## src/rtl/dig_clock_pkg.sv

```systemverilog
`default_nettype none
// ============================================================================
//  Module      : dig_clock_pkg
//  Description : Shared constants, types and the segment encoder for the
//                digital-clock display slice.
//  Revision    : 1.0
// ============================================================================
package dig_clock_pkg;

    localparam int c_num_digits = 4;
    localparam int c_hour_w     = 5;
    localparam int c_field_w    = 6;
    localparam int c_bcd_w      = 4;

    // Segment order is {g,f,e,d,c,b,a}, active-low.
    localparam logic [6:0] c_seg_0     = 7'b1000000;
    localparam logic [6:0] c_seg_1     = 7'b1111001;
    localparam logic [6:0] c_seg_2     = 7'b0100100;
    localparam logic [6:0] c_seg_3     = 7'b0110000;
    localparam logic [6:0] c_seg_4     = 7'b0011001;
    localparam logic [6:0] c_seg_5     = 7'b0010010;
    localparam logic [6:0] c_seg_6     = 7'b0000010;
    localparam logic [6:0] c_seg_7     = 7'b1111000;
    localparam logic [6:0] c_seg_8     = 7'b0000000;
    localparam logic [6:0] c_seg_9     = 7'b0010000;
    localparam logic [6:0] c_seg_dash  = 7'b0111111;
    localparam logic [6:0] c_seg_blank = 7'b1111111;

    localparam logic [5:0] c_max_hours = 6'd23;
    localparam logic [5:0] c_max_min   = 6'd59;

    typedef enum logic [1:0] {
        DIG_R_UNITS = 2'd0,
        DIG_R_TENS  = 2'd1,
        DIG_L_UNITS = 2'd2,
        DIG_L_TENS  = 2'd3
    } digit_idx_t;

    function automatic logic [6:0] seg_encode(input logic [c_bcd_w-1:0] digit);
        logic [6:0] code;
        case (digit)
            4'd0:    code = c_seg_0;
            4'd1:    code = c_seg_1;
            4'd2:    code = c_seg_2;
            4'd3:    code = c_seg_3;
            4'd4:    code = c_seg_4;
            4'd5:    code = c_seg_5;
            4'd6:    code = c_seg_6;
            4'd7:    code = c_seg_7;
            4'd8:    code = c_seg_8;
            4'd9:    code = c_seg_9;
            default: code = c_seg_blank;
        endcase
        return code;
    endfunction

endpackage
`default_nettype wire

```

## src/rtl/bin_to_bcd.sv

```systemverilog
`default_nettype none
// ============================================================================
//  Module      : bin_to_bcd
//  Description : Combinational 6-bit binary to two-digit BCD (tens, units).
//  Revision    : 1.0
// ============================================================================
module bin_to_bcd
    import dig_clock_pkg::*;
(
    input  logic [c_field_w-1:0] i_bin,
    output logic [c_bcd_w-1:0]   o_tens,
    output logic [c_bcd_w-1:0]   o_units
);

    logic [c_field_w-1:0] w_base;

    always_comb begin
        if (i_bin >= 6'd60) begin
            o_tens = 4'd6; w_base = 6'd60;
        end else if (i_bin >= 6'd50) begin
            o_tens = 4'd5; w_base = 6'd50;
        end else if (i_bin >= 6'd40) begin
            o_tens = 4'd4; w_base = 6'd40;
        end else if (i_bin >= 6'd30) begin
            o_tens = 4'd3; w_base = 6'd30;
        end else if (i_bin >= 6'd20) begin
            o_tens = 4'd2; w_base = 6'd20;
        end else if (i_bin >= 6'd10) begin
            o_tens = 4'd1; w_base = 6'd10;
        end else begin
            o_tens = 4'd0; w_base = 6'd0;
        end
        o_units = 4'(i_bin - w_base);
    end

endmodule
`default_nettype wire

```

## src/rtl/time_display_scan.sv

```systemverilog
`default_nettype none
// ============================================================================
//  Module      : time_display_scan
//  Description : Multiplexed 4-digit 7-segment scanner for HH:MM / MM:SS.
//                Optional macro LEADING_ZERO_BLANK_EN blanks a leading zero.
//  Revision    : 1.0
// ============================================================================
module time_display_scan
    import dig_clock_pkg::*;
#(
    parameter int REFRESH_DIV = 50000
) (
    input  logic                    clk,
    input  logic                    reset,
    input  logic [c_hour_w-1:0]     hours,
    input  logic [c_field_w-1:0]    minutes,
    input  logic [c_field_w-1:0]    seconds,
    input  logic                    time_valid,
    input  logic                    mode,
    output logic [c_num_digits-1:0] an,
    output logic [6:0]              seg,
    output logic                    dp
);

    localparam int                   c_presc_w   = $clog2(REFRESH_DIV);
    localparam logic [c_presc_w-1:0] c_presc_max = c_presc_w'(REFRESH_DIV - 1);

    logic [c_hour_w-1:0]  r_h;
    logic [c_field_w-1:0] r_m;
    logic [c_field_w-1:0] r_s;
    logic [c_presc_w-1:0] r_presc;
    digit_idx_t           r_idx;

    logic [c_field_w-1:0] w_left_bin;
    logic [c_field_w-1:0] w_right_bin;
    logic                 w_left_ok;
    logic                 w_right_ok;
    logic [c_bcd_w-1:0]   w_left_tens;
    logic [c_bcd_w-1:0]   w_left_units;
    logic [c_bcd_w-1:0]   w_right_tens;
    logic [c_bcd_w-1:0]   w_right_units;
    logic [6:0]           w_seg_next;

    // Mode is taken live so a toggle reaches the display on the next edge.
    always_comb begin
        w_left_bin  = mode ? r_m : {1'b0, r_h};
        w_right_bin = mode ? r_s : r_m;
        w_left_ok   = mode ? (r_m <= c_max_min) : ({1'b0, r_h} <= c_max_hours);
        w_right_ok  = mode ? (r_s <= c_max_min) : (r_m <= c_max_min);
    end

    bin_to_bcd u_left_bcd (
        .i_bin   (w_left_bin),
        .o_tens  (w_left_tens),
        .o_units (w_left_units)
    );

    bin_to_bcd u_right_bcd (
        .i_bin   (w_right_bin),
        .o_tens  (w_right_tens),
        .o_units (w_right_units)
    );

    always_comb begin
        w_seg_next = c_seg_blank;
        case (r_idx)
            DIG_R_UNITS: w_seg_next = w_right_ok ? seg_encode(w_right_units) : c_seg_dash;
            DIG_R_TENS:  w_seg_next = w_right_ok ? seg_encode(w_right_tens)  : c_seg_dash;
            DIG_L_UNITS: w_seg_next = w_left_ok  ? seg_encode(w_left_units)  : c_seg_dash;
            DIG_L_TENS: begin
                if (!w_left_ok) begin
                    w_seg_next = c_seg_dash;
                end else begin
`ifdef LEADING_ZERO_BLANK_EN
                    w_seg_next = (w_left_tens == 4'd0) ? c_seg_blank : seg_encode(w_left_tens);
`else
                    w_seg_next = seg_encode(w_left_tens);
`endif
                end
            end
            default: w_seg_next = c_seg_blank;
        endcase
    end

    // Outputs use the pre-edge snapshot and index, giving one cycle of latency.
    always_ff @(posedge clk) begin
        if (!reset) begin
            r_h     <= '0;
            r_m     <= '0;
            r_s     <= '0;
            r_presc <= '0;
            r_idx   <= DIG_R_UNITS;
            an      <= '1;
            seg     <= c_seg_blank;
            dp      <= 1'b1;
        end else begin
            if (time_valid) begin
                r_h <= hours;
                r_m <= minutes;
                r_s <= seconds;
            end
            if (r_presc == c_presc_max) begin
                r_presc <= '0;
                r_idx   <= digit_idx_t'(r_idx + 2'd1);
            end else begin
                r_presc <= r_presc + c_presc_w'(1);
            end
            an  <= ~(4'b0001 << r_idx);
            seg <= w_seg_next;
            dp  <= ~((r_idx == DIG_L_UNITS) && !r_s[0]);
        end
    end

endmodule
`default_nettype wire
```

## config.mk

```make
export PLATFORM = sky130hd
export DESIGN_NAME = time_display_scan
export DESIGN_NICKNAME = d
export VERILOG_FILES = /design/src/rtl/dig_clock_pkg.sv /design/src/rtl/bin_to_bcd.sv /design/src/rtl/time_display_scan.sv
export SDC_FILE = /design/constraint.sdc
export NUM_CORES = 1
export LEC_CHECK = 0
export BUFFER_PORTS_ARGS = -buffer_cell sky130_fd_sc_hd__buf_4
export CORE_MARGIN = 2
export CORE_UTILIZATION = 54
export CTS_BUF_LIST = sky130_fd_sc_hd__clkbuf_16
export CTS_CLUSTER_DIAMETER = 100
export CTS_CLUSTER_SIZE = 24
export DETAILED_ROUTE_END_ITERATION = 10
export PLACE_DENSITY = 0.77
export SLEW_MARGIN = 20
export SYNTH_ARGS = -nofsm -noshare
export SYNTH_HDL_FRONTEND = slang
export SYNTH_HIERARCHICAL = 1
export SYNTH_SLANG_ARGS = --single-unit
export TNS_END_PERCENT = 10
```

## constraint.sdc

```tcl
create_clock -name clk -period 3.8 [get_ports clk]
set_input_delay 0.19 -clock clk [delete_from_list [all_inputs] [get_ports clk]]
set_output_delay 0.19 -clock clk [all_outputs]
set_load 0.01 [all_outputs]
```

==> results of run 1 <==
==> metrics by stage <==
stage | setup TNS [ns] | instance area, µm²
CTS | 0 | 3870
global placement | 0 | 3680
global route | 0 | 3890
floorplan | 0 | 3460
finish | 0 | 3890
detailed placement | -0.0838 | 3680
==> flip-flops by register name (all words and copies together) (netlist names) <==
register  cells
r_presc      16
seg           7
r_m           6
r_s           6
r_h           5
an            4
r_idx         2
dp            1
==> worst max-delay path, cell delays in order (launching register included) <==
cell	delay (ns)
dfxtp_2	0.34
mux2_2	0.31
mux2_2	0.23
o21ai_0	0.08
a22oi_2	0.21
ha_1	0.17
inv_1	0.05
fa_1	0.42
and3_1	0.21
a32o_1	0.21
a311o_1	0.35
o21ai_1	0.14
o211ai_1	0.15
o21bai_1	0.18
a22oi_1	0.25
o2111ai_1	0.14
==> worst min-delay path by stage <==
stage	startpoint	to	slack (ns)	cells after the start
finish	minutes[3]	r_m[3]	0.16	3
global route	seconds[4]	r_s[4]	0.16	3
CTS	seconds[4]	r_s[4]	0.16	3
detailed placement	minutes[3]	r_m[3]	0.46	3
global placement	hours[1]	r_h[1]	0.44	3
floorplan	seconds[1]	r_s[1]	0.36	2
==> routing by layer <==
metal | part of all wire | GRT usage | vias up
met4 | 0.013 | 0.0645 | 0
met3 | 0.037 | 0.0326 | 10
met5 | 0 | 0 | -
met1 | 0.49 | 0.293 | 1337
li1 | - | - | 1456
met2 | 0.46 | 0.362 | 54
==> layout by cell type, fill, tap and decap left out, drive strengths merged, types with 3 or more instances in the layout <==
master and n:
a211oi 3, a21o 4, a21oi 15, a22oi 4, a32o 3, and2 3
and3 6, buf 38, clkbuf 5, dfxtp 47, ha 28, inv 28
mux2 12, mux2i 19, nand2 26, nand2b 9, nand3 8, nand3b 3
nand4 7, nor2 34, nor2b 21, nor3 5, o211ai 3, o21a 3
o21ai 33, o21bai 4, o221ai 3, xnor2 7, xor2 14
==> where the power goes <==
part	switching, µW	internal, µW	total [µW]
registers	17.9	529	547
logic	257	212	469
clock network	179	374	553
total	453	1120	1570
==> repair_timing <==
item,CTS,global route
hold buffers,0,0
buffers inserted,0,1
endpoints found under the hold margin,0,0
pin swaps,0,3
gates resized for setup,1,7
endpoints found under the setup margin,1,3
==> final cells by class <==
class,count,area share
Inverter,27,0.0260
Timing Repair Buffer,38,0.0733
Tap cell,77,0.0248
Clock buffer,5,0.0321
Multi-Input combinational cell,311,0.585
Sequential cell,47,0.242
Clock inverter,3,0.0164
==> logic make-up after synthesis <==
| kind of cell | after synthesis |
|---|---|
| xor gates and xnor gates | 21 |
| buffers and inverters | 55 |
| DFF | 47 |
| and+or+nand+nor | 135 |
| muxes | 31 |
| AOI/OAI and AO/OA | 90 |
| adders and majority gates | 32 |
| other | 2 |
==> results.toml, run 1 <==
[clocking]
clk_pin_slew_ns = 0.06
clock-sinks = 47
cts_buffers = 5
root_buffer = "clkbuf_16"
cts_tree = "yes"
clk_path_buf_depth = 2
ctsHtreeMaxLevel = 2
insertion_delay_ns = 0.28

[timing]
layout_worst_path_cycle_share = 0.942
worst_slack_ns = 0.220
holdWs_ns = 0.164
hold_violations = 0
tightest_slew_ns = 0.625
fin_crit_ns = 3.58
clock.fmax_ghz = 0.279
slew_headroom = 0.582
finalMaxSlewViolations = 0
fin_worst_skew_ns = 0.00268
rsz0062_at_grt = "false"
setup_viol_count_final = 0

[finish]
area_delta_synth_final_pct = 12.6
insertedDiodeCount = 0
multi_input_area_um2 = 2280
seqCellArea_um2 = 942
nNetsFinal = 481
fin_util = 0.620
finalNonFillerCells = 508
num-fill-cells = 531
drive_gt1_frac = 0.169

[global_routing]
grt_use_total = 0.218
grt_pass1_wl_mm = 12.8
grt_start_max_net_pins = 31
grt_pass1_vias = 2742
antenna_found_initial = 0
overflow = 0

[power_and_ir_drop]
leakage_uw = 0.00164
power_uw = 1570
ir_worst_vdd_mv = 0.303
power.density_nw_per_um2 = 403

[routing]
vias = 2857
postRouteAntennaNets = 0
vias_per_cell = 5.62
drtPass1Iterations = 4
routed_wl_mm = 7.23
drc = 0
drt_iter0_drc = 194
wl_per_cell_um = 14.2

[synth]
syn_avg_cell_area_um2 = 8.37
yosysWarnings = 6
post-synth-top-count-cell = "dfxtp_1"
syn_nets = 464
ys_seq_area_frac = 0.272
synth_cell_types = 60
yosys.area_share.simple = 0.216
synth_top_area_share = 0.272
synth_top_area_cell = "dfxtp_1"
synth_edf_count = 0
synth_compound_area_frac = 0.169
synth_xor_area_frac = 0.0532
synth.area.top_cells = "dfxtp_1 (27%), ha_1 (10%), mux2i_1 (5.5%)"
synthAdderAreaFrac = 0.119
synthCells = 413
yosys-top-cells-count = "dfxtp_1 (47), nor2_1 (34), o21ai_0 (32), ha_1 (28), inv_1 (27)"
synth_ff_type = "dfxtp_1"
synthMuxAreaShare = 0.0941
synth_area_um2 = 3460
async_reset_ff_frac = 0
synth_top_family_by_area = "simple AND/OR/NAND/NOR gates"
ys_ff_latch = 47

[critical_path]
crit_path_end_kind = "flip-flop"
endpoint = "seg[5]"
worst_r2r_path_depth = 15
worstPathRequired_ns = 3.94
cp_max_fo = 6
startpoint = "r_m[2]"
regToRegSetupSlack_ns = 0.22
cp_data_arrival_time_ns = 3.72
reg2reg_from = "r_m[2]"
start_kind = "flip-flop"
worstSetupPathType = "reg2reg"
reg2reg_to = "seg[5]"

[run]
cap_violations = 0

[die]
chipWidth_um = 84.0
fp.dieArea_um2 = 7060
initial_core_util = 0.551
die_y_um = 84.0
num_rows = 29
io_pins = 33
coreArea_um2 = 6280

[placement]
place_inst = 499
port_buffers = 32
gp_congestion = 0.900
dp_hpwl_mm = 5.26
place_ws_ns = -0.0577

[hold_path]
hp-class = "in2reg"

[status]
outcome = "finished, final reports clean"
No activity file was read; power rests on OpenSTA's default activity.
==> inputs of run 2 (changes only) <==
Settings changed: CORE_ASPECT_RATIO from default to 0.9.
==> run 2 against run 1 <==
Sequential share of layout area rose by 0.070 points. Largest cell class unchanged. Hold slack about the same. Combinational power is 3% higher. Clock power down 14%. Highest routed layer unchanged. Utilization is 1.1 points higher. Power decreased by 3.8%. First-iteration DRC count fell by 11%. Largest power group is now sequential cells. Via count is 1.8% higher.
==> results.toml, run 2 (synthesized netlist as in run 1, its figures left out) <==
[status]
outcome = "finished, final reports clean"

[critical_path]
slowest_delay_ns = 0.38
worstPathRequired_ns = 3.94
start_kind = "flip-flop"
critPathTopFamily = "compound AO/OA/AOI/OAI gates"
cpMaxStageDelayCell = "a311o_2"
worst-path-buf-inv = 1
cp_max_fo = 5
worstSetupPathType = "reg2reg"
path_cells = "mux2_2 -> mux2_2 -> o21ai_0 -> a22oi_2 -> ha_1 -> inv_1 -> fa_2 -> and3_1 -> a32o_1 -> a311o_2 -> o21ai_0 -> o211ai_1 -> o21bai_1 -> a22oi_1 -> o2111ai_1"
cp_data_arrival_time_ns = 3.67
crit_path_end_kind = "flip-flop"

[die]
chipWidth_um = 88.3
initial_core_util = 0.562
io_pins = 33
coreArea_um2 = 6150
fp.dieArea_um2 = 7060
die_y_um = 79.9
num_rows = 27

[global_routing]
antenna_found_initial = 0
grt_use_total = 0.221
grt_pass1_vias = 2695
overflow = 0
grt_start_max_net_pins = 31
grt_pass1_wl_mm = 12.3

[timing]
hold_violations = 0
tns_ns = 0
setup_viol_count_final = 0
clock.fmax_ghz = 0.284
layout_worst_path_cycle_share = 0.927
slew_headroom = 0.538
fin_worst_skew_ns = 0.00313
fin_crit_ns = 3.52
tightest_slew_ns = 0.690
rsz0062_at_grt = "false"
finalMaxSlewViolations = 0

[clocking]
clk_path_buf_depth = 2
holdBufCountCts = 0
ctsHtreeMaxLevel = 2
cts_buffers = 5
clk_pin_slew_ns = 0.06
root_buffer = "clkbuf_16"
insertion_delay_ns = 0.28
cts_tree = "yes"
clock-sinks = 47

[routing]
routed_wl_mm = 7.46
vias = 2907
postRouteAntennaNets = 0
drtPass1Iterations = 5
vias_per_cell = 5.60
drc = 0
wl_per_cell_um = 14.4
drt_iter0_drc = 173

[finish]
reg.largest.list = "r_presc: 16 flops, seg: 7 flops"
top_register = "r_presc"
num-fill-cells = 560
multi_input_area_um2 = 2280
final_common_cell = "dfxtp_1"
layout_common_cells = "dfxtp_1 (46), buf_4 (39), nor2_1 (34), o21ai_0 (31), ha_1 (28)"
nNetsFinal = 483
largest_reg_flops = 16
seqCellArea_um2 = 942
drive_gt1_frac = 0.169
insertedDiodeCount = 0
area_delta_synth_final_pct = 12.3
fin_util = 0.631

[power_and_ir_drop]
power_uw = 1510
ir_worst_vdd_mv = 0.166
power.density_nw_per_um2 = 389
leakage_uw = 0.00163

[run]
cap_violations = 0

[placement]
dp_hpwl_mm = 5.49
gp_congestion = 0.878
port_buffers = 32

[hold_path]
hp-class = "in2reg"
## run 2: area by class of cell
cell class,instances,share of cell area
flip-flops and latches,47,0.243
multi-input cells,312,0.587
clock buffers,5,0.0322
clock inverters,2,0.00870
well taps,87,0.0280
repair buffers,39,0.0754
inverters,27,0.0261
## run 2: worst paths after layout
kind / from / end / slack [ns] / cells after the start
max: r_m[2] / seg[5] / 0.28 / 15
min reg2reg: r_presc[0] / r_presc[0] / 0.47 / 1
min: minutes[1] / r_m[1] / 0.16 / 3
max reg2reg: r_m[2] / seg[5] / 0.28 / 15
## run 2: timing repair
action	4_1_cts	5_1_grt
buffers inserted	0	1
endpoints found under the setup margin	0	4
gates resized for setup	0	5
## run 2: through the flow
stage / setup slack (ns) / hold slack (ns) / instances / cell area (µm²)
after floorplan: 0.00670 / 0.359 / 413 / 3460
final: 0.276 / 0.164 / 519 / 3880
after global routing: 0.0393 / 0.169 / 519 / 3880
after global placement: 0.109 / 0.446 / 510 / 3700
after CTS: 0.129 / 0.165 / 517 / 3860
after detailed placement: -0.00276 / 0.453 / 510 / 3700
## run 2: power breakdown
part / internal [µW] / switching (µW) / leakage, µW / total (µW)
logic: 215 / 267 / 0.00116 / 482
clock network: 304 / 173 / 0.0000811 / 477
registers: 530 / 20.0 / 0.000386 / 550
total: 1050 / 460 / 0.00163 / 1510
## run 2: per-layer routing
metal | up-vias | wire length (µm) | GRT usage
met5 | - | 0 | 0
met4 | 0 | 144 | 0.0833
met3 | 13 | 323 | 0.0434
met2 | 84 | 3430 | 0.350
met1 | 1344 | 3560 | 0.295
li1 | 1466 | - | -
## run 2: tightest hold or removal path: stages
cell	delay, ns
buf_4	0.08
mux2i_1	0.05
nor2b_1	0.09
